### config.mk
export PLATFORM = sky130hd
export DESIGN_NAME = ccff_bitstream_loader
export DESIGN_NICKNAME = d
export VERILOG_FILES = /design/src/rtl/ccff_loader_pkg.sv /design/src/rtl/ccff_word_serializer.sv /design/src/rtl/ccff_bitstream_loader.sv
export SDC_FILE = /design/constraint.sdc
export NUM_CORES = 1
export LEC_CHECK = 0
export ABC_AREA = 1
export BUFFER_PORTS_ARGS = -buffer_cell sky130_fd_sc_hd__buf_4
export CORE_MARGIN = 3
export CORE_UTILIZATION = 58
export CTS_CLUSTER_SIZE = 8
export DETAILED_ROUTE_END_ITERATION = 10
export GPL_ROUTABILITY_DRIVEN = 0
export PLACE_DENSITY_LB_ADDON = 0.05
export SETUP_SLACK_MARGIN = 0.3
export SYNTH_ARGS = -nofsm -noshare
export SYNTH_HDL_FRONTEND = slang
export SYNTH_HIERARCHICAL = 1
export SYNTH_SLANG_ARGS = --single-unit
### constraint.sdc
create_clock -name prog_clk -period 2.5 [get_ports prog_clk]
set_clock_uncertainty 0.15 [all_clocks]
set_input_delay 0.5 -clock prog_clk [delete_from_list [all_inputs] [get_ports prog_clk]]
set_output_delay 0.5 -clock prog_clk [all_outputs]
set_load 0.03 [all_outputs]
### src/rtl/ccff_loader_pkg.sv
// Shared types and width helpers for the configuration-chain bitstream loader.
package ccff_loader_pkg;

    typedef enum logic [1:0] {
        ST_IDLE,
        ST_PREAMBLE,
        ST_PAYLOAD,
        ST_DONE
    } state_t;

    localparam int DEF_PREAMBLE_W = 8;
    localparam logic [DEF_PREAMBLE_W-1:0] DEF_PREAMBLE = 8'hA5;

    // Bits needed to hold values 0..value-1; never returns less than 1.
    function automatic int clog2(input int value);
        int r;
        int v;
        r = 0;
        v = value - 1;
        while (v > 0) begin
            r = r + 1;
            v = v >> 1;
        end
        return (r == 0) ? 1 : r;
    endfunction

    function automatic int ceil_div(input int num, input int den);
        return (num + den - 1) / den;
    endfunction

endpackage

### src/rtl/ccff_word_serializer.sv
// Single-word bit buffer: loads a stream word, shifts it out MSB first, and
// truncates the final word to the number of chain bits still outstanding.
module ccff_word_serializer
    import ccff_loader_pkg::*;
#(
    parameter int WORD_W = 8,
    parameter int REM_W  = 8
) (
    input  logic              clk,
    input  logic              reset,
    input  logic              clear,
    input  logic              intake_en,
    input  logic [REM_W-1:0]  bits_left,
    input  logic              pop,
    input  logic [WORD_W-1:0] s_data,
    input  logic              s_valid,
    output logic              s_ready,
    output logic              take,
    output logic              has_bit,
    output logic              head_bit
);
    localparam int CNT_W = clog2(WORD_W + 1);

    logic [WORD_W-1:0] buffer;
    logic [CNT_W-1:0]  buf_cnt;
    logic [CNT_W-1:0]  load_len;

    // Low-order bits beyond load_len are never shifted out, which discards them.
    assign load_len = (bits_left < REM_W'(WORD_W)) ? CNT_W'(bits_left) : CNT_W'(WORD_W);

    // Accepting while the last bit leaves keeps payload shifting without a bubble.
    assign s_ready  = intake_en &&
                      ((buf_cnt == '0) || ((buf_cnt == CNT_W'(1)) && pop));
    assign take     = s_valid && s_ready;
    assign has_bit  = (buf_cnt != '0);
    assign head_bit = buffer[WORD_W-1];

    always_ff @(posedge clk) begin
        if (reset || clear) begin
            buffer  <= '0;
            buf_cnt <= '0;
        end else if (take) begin
            buffer  <= s_data;
            buf_cnt <= load_len;
        end else if (pop) begin
            buffer  <= buffer << 1;
            buf_cnt <= buf_cnt - CNT_W'(1);
        end
    end

endmodule

### src/rtl/ccff_bitstream_loader.sv
// Drives a configuration chain: shifts a known preamble, then the bitstream,
// and checks the preamble as it emerges from the chain tail.
module ccff_bitstream_loader
    import ccff_loader_pkg::*;
#(
    parameter int                    CHAIN_LEN  = 128,
    parameter int                    WORD_W     = 8,
    parameter int                    PREAMBLE_W = DEF_PREAMBLE_W,
    parameter logic [PREAMBLE_W-1:0] PREAMBLE   = DEF_PREAMBLE
) (
    input  logic              prog_clk,
    input  logic              reset,
    input  logic              start,
    input  logic [WORD_W-1:0] s_data,
    input  logic              s_valid,
    output logic              s_ready,
    output logic              ccff_head,
    output logic              ccff_shift_en,
    input  logic              ccff_tail,
    output logic              busy,
    output logic              done,
    output logic              cfg_error
);
    localparam int TOTAL  = PREAMBLE_W + CHAIN_LEN;
    localparam int SCW    = clog2(TOTAL + 1);
    localparam int NWORDS = ceil_div(CHAIN_LEN, WORD_W);
    localparam int WCW    = clog2(NWORDS + 1);
    localparam int REM_W  = clog2(CHAIN_LEN + WORD_W + 1);

    state_t                state, next_state;
    logic [SCW-1:0]        shift_cnt;
    logic [WCW-1:0]        word_cnt;
    logic [REM_W-1:0]      bits_left;
    logic [PREAMBLE_W-1:0] pre_shifted, chk_shifted;
    logic                  start_load, active, pop, take, has_bit, head_bit;
    logic                  in_window, mismatch;

    assign active     = (state == ST_PREAMBLE) || (state == ST_PAYLOAD);
    assign start_load = start && ((state == ST_IDLE) || (state == ST_DONE));
    assign busy       = active;
    assign done       = (state == ST_DONE);
    assign pop        = (state == ST_PAYLOAD) && has_bit;
    assign bits_left  = REM_W'(CHAIN_LEN) - REM_W'(word_cnt) * REM_W'(WORD_W);

    // MSB of each shifted copy is the preamble bit selected by the count.
    assign pre_shifted = PREAMBLE << shift_cnt;
    assign chk_shifted = PREAMBLE << (shift_cnt - SCW'(CHAIN_LEN));
    assign in_window   = (shift_cnt >= SCW'(CHAIN_LEN));
    assign mismatch    = ccff_shift_en && in_window &&
                         (ccff_tail != chk_shifted[PREAMBLE_W-1]);

    ccff_word_serializer #(
        .WORD_W (WORD_W),
        .REM_W  (REM_W)
    ) u_ser (
        .clk       (prog_clk),
        .reset     (reset),
        .clear     (start_load),
        .intake_en (active && (word_cnt < WCW'(NWORDS))),
        .bits_left (bits_left),
        .pop       (pop),
        .s_data    (s_data),
        .s_valid   (s_valid),
        .s_ready   (s_ready),
        .take      (take),
        .has_bit   (has_bit),
        .head_bit  (head_bit)
    );

    always_ff @(posedge prog_clk) begin
        if (reset) state <= ST_IDLE;
        else       state <= next_state;
    end

    always_comb begin
        next_state    = state;
        ccff_shift_en = 1'b0;
        ccff_head     = 1'b0;
        case (state)
            ST_IDLE, ST_DONE: begin
                if (start) next_state = ST_PREAMBLE;
            end
            ST_PREAMBLE: begin
                ccff_shift_en = 1'b1;
                ccff_head     = pre_shifted[PREAMBLE_W-1];
                if (shift_cnt == SCW'(PREAMBLE_W - 1)) next_state = ST_PAYLOAD;
            end
            ST_PAYLOAD: begin
                ccff_shift_en = has_bit;
                ccff_head     = head_bit;
                if (has_bit && (shift_cnt == SCW'(TOTAL - 1))) next_state = ST_DONE;
            end
            default: next_state = ST_IDLE;
        endcase
    end

    always_ff @(posedge prog_clk) begin
        if (reset) begin
            shift_cnt <= '0;
            word_cnt  <= '0;
            cfg_error <= 1'b0;
        end else if (start_load) begin
            shift_cnt <= '0;
            word_cnt  <= '0;
            cfg_error <= 1'b0;
        end else begin
            if (ccff_shift_en) shift_cnt <= shift_cnt + SCW'(1);
            if (take)          word_cnt  <= word_cnt + WCW'(1);
            if (mismatch)      cfg_error <= 1'b1;
        end
    end

endmodule
==> impl.org <==
** Status
- The flow ran to the end, and the final reports show no timing, DRC or antenna violations.

** Timing
- Setup violations remaining at the end of the flow were counted as 0.
- Setup repair after global routing could not meet its margin everywhere.
- After layout, the worst setup slack is approximately 0.26 ns.
- Setup TNS :: 0 ns
- Maximum clock frequency :: 0.446 GHz
- Fin. max-slew vios :: 0
- Dividing the final minimum period by the clock period gives 0.897.
- Final Hold Fails :: 0
- After layout, the minimum clock period comes to 2.24 ns.

** Clock network
- Buffers inserted to repair hold after CTS numbered 0.
- CTS Buf Count :: 3
- Clock insertion delay at the later pin of the skew report :: 0.32 ns
- After clock tree synthesis, the clock-pin slew on the worst setup and hold paths is 0.14 ns.
- Clock tree root buffer cell :: sky130_fd_sc_hd__clkbuf_4
- In this run the number of H-tree levels came out at 1.
- The longest clock path from root to sink contains 2 buffers.
- For this design, the sink count on the clock tree is 28.
- TritonCTS built the clock tree.

** Floorplanning
- Die boundary width :: 62.6 um
- The die covers 0.00391 mm^2.
- The core region is 0.00290 mm^2.
- 19 I/O pins were placed.
- Row cnt :: 19
- The die is between 60 and 70 um tall.
- The initial utilization of the core area, before any placement, comes to 0.640.

** Detailed routing
- Number of DRC violations after detailed-routing iteration 0 :: about 150
- Avg Vias per Cell :: 4.95
- Remaining antenna violation count after routing :: 0
- Dividing the detail-routed wire length by the instance count gives 11.1 um.
- Wirelength, routed :: 3840 um
- Total number of vias :: 1709
- First-pass detailed-route iteration total :: 4
- DR DRC count :: 0

** Worst setup path
- The worst register-to-register path begins at u_ser/buf_cnt[1].
- Launching element of the worst setup path :: u_ser/buf_cnt[1]
- Startpoint type of the worst setup path :: flip-flop
- R2R setup slack :: 0.46 ns
- Worst EP arrival :: 1.59 ns
- CP Capture Type :: output port
- Crit Path Category :: reg -> out
- STA puts the critical path data required time at 1.85 ns.
- Along the worst path, the maximum fanout reaches 9.

** Worst hold path
- In this run the most critical hold path is launched from s_data[0].
- The path class of the tightest hold or removal check is in -> reg.

** Place
- Setup slack after placement :: 0.192 ns
- Detail Placement HPWL :: 2790 um
- During placement, the flow inserted port buffers numbering 18.

** Yosys
- EDFF count, synth :: 0
- Number of standard cells after synthesis :: 274
- Share of synthesized registers carrying an async set or reset :: 0
- In this run, synthesis produced a sequential element count of 28.
- Sequential area share after synthesis :: 0.302
- Netlist area before placement :: 0.00186 mm^2
- Warnings, synthesis :: 6
- Dividing the synthesized area by the synthesized cell count gives 6.77 um^2.
- Number of distinct library cells after synthesis :: 33
- The most used flip-flop cell after synthesis is sky130_fd_sc_hd__dfxtp_1.

** Final layout
- The filler cells instantiated in the layout total 252.
- P&R area growth vs syn :: 17.9%
- The repair_antennas step left the layout with diodes totalling 0.
- Most frequent standard cell in the layout excluding fill and tap cells :: sky130_fd_sc_hd__nand2_1
- The net count of the finished layout is between 300 and 400.
- Commonest cells after routing, fill and taps aside :: sky130_fd_sc_hd__nand2_1 (53), sky130_fd_sc_hd__inv_1 (43), sky130_fd_sc_hd__nor2_1 (29), sky130_fd_sc_hd__buf_4 (29), sky130_fd_sc_hd__nand3_1 (22)
- Proportion of layout cells with a drive suffix above 1 :: 0.244

** Pwr
- Pleak :: 0.00106 uW
- Power density over the cells :: 1130 mW/mm^2
- VDD sags by at most 0.000702 V.

** GRT
- Congestion Overflow GR :: 0
- The first global-routing pass estimated between 6000 and 7000 um of wire.
- For this run, the total global-route usage over all layers was measured as 0.198.
- The number of global-route vias before repair came to 1479.
- Entering global routing, the biggest net connects 22 pins.
- Number of antenna violations at the first check in global routing :: 0

** Job
- Max-cap violations in this run came to 0.
## final timing paths
check	end	cells after the start
setup / recovery	s_ready	10
hold / removal	u_ser/buffer[0]	3
setup reg to reg	u_ser/buf_cnt[1]	13
hold reg to reg	cfg_error	2
## flip-flops by register name (all words and copies together) (netlist names)
signal and flops:
shift_cnt 8, u_ser/buffer 8, word_cnt 5, u_ser/buf_cnt 4
state 2, cfg_error 1
## area by class of cell
cell class | instances | area, um^2 | area share
well taps | 42 | 52.6 | 0.0240
repair buffers | 30 | 229 | 0.105
clock buffers | 3 | 22.5 | 0.0103
inverters | 54 | 205 | 0.0938
multi-input cells | 188 | 1110 | 0.506
flip-flops and latches | 28 | 572 | 0.261
## cell families after synthesis
group	share of synthesized area
AO/OA/AOI/OAI	0.103
XOR/XNOR	0.0283
adder cells (fa/ha/maj)	0.0742
buffers and inverters	0.136
flip-flops	0.302
multiplexers	0.00539
other	0.00202
AND/OR/NAND/NOR	0.350
## repair_timing
action                     CTS  global route
gates resized for setup     17            10
setup endpoints to repair    3             2
buffers inserted             5             1
pin swaps                    4             4
cloned                       0             0
## metal layers
metal | GRT usage | part of all wire
met1 | 0.291 | 0.51
met2 | 0.298 | 0.46
met3 | 0.0270 | 0.030
met4 | 0.0579 | 0
met5 | 0 | 0
## power by group
group	total (uW)	internal [uW]	switching (uW)
clock network	180	56.4	123
registers	631	546	84.9
logic	1660	666	998
total	2470	1270	1210
## worst max-delay path, stage by stage, from the launching register on
cell and delay, ns:
sky130_fd_sc_hd__dfxtp_2 0.36, sky130_fd_sc_hd__inv_2 0.05, sky130_fd_sc_hd__ha_2 0.19, sky130_fd_sc_hd__nand2_2 0.08, sky130_fd_sc_hd__nand2_2 0.07, sky130_fd_sc_hd__inv_2 0.08, sky130_fd_sc_hd__nand2_4 0.06, sky130_fd_sc_hd__nand2_8 0.09
sky130_fd_sc_hd__nand2_1 0.09, sky130_fd_sc_hd__inv_2 0.08, sky130_fd_sc_hd__buf_6 0.13
## cell usage after synthesis, types with 4 or more instances
cell type / instances / area, um^2
sky130_fd_sc_hd__ha_1: 11 / 138
sky130_fd_sc_hd__nand2_1: 54 / 203
sky130_fd_sc_hd__o21ai_0: 8 / 40.0
sky130_fd_sc_hd__nand3_1: 22 / 110
sky130_fd_sc_hd__inv_2: 4 / 15.0
sky130_fd_sc_hd__dfxtp_1: 28 / 561
sky130_fd_sc_hd__a21oi_1: 17 / 85.1
sky130_fd_sc_hd__inv_1: 50 / 188
sky130_fd_sc_hd__nand4_1: 13 / 81.3
sky130_fd_sc_hd__nor2_1: 31 / 116
## through the flow
step                hold WS (ns)  utilization  area (um^2)  total power (uW)  std cells
CTS                        0.260        0.741         2150              2420        344
detailed placement         0.294        0.708         2050              2070        336
global route               0.283        0.754         2190              2690        345
floorplan                  0.305            -         1870              1750        276
finish                     0.274        0.754         2190              2470        345
global placement           0.288        0.708         2050              2050        336
No activity file was read; power rests on OpenSTA's default activity.
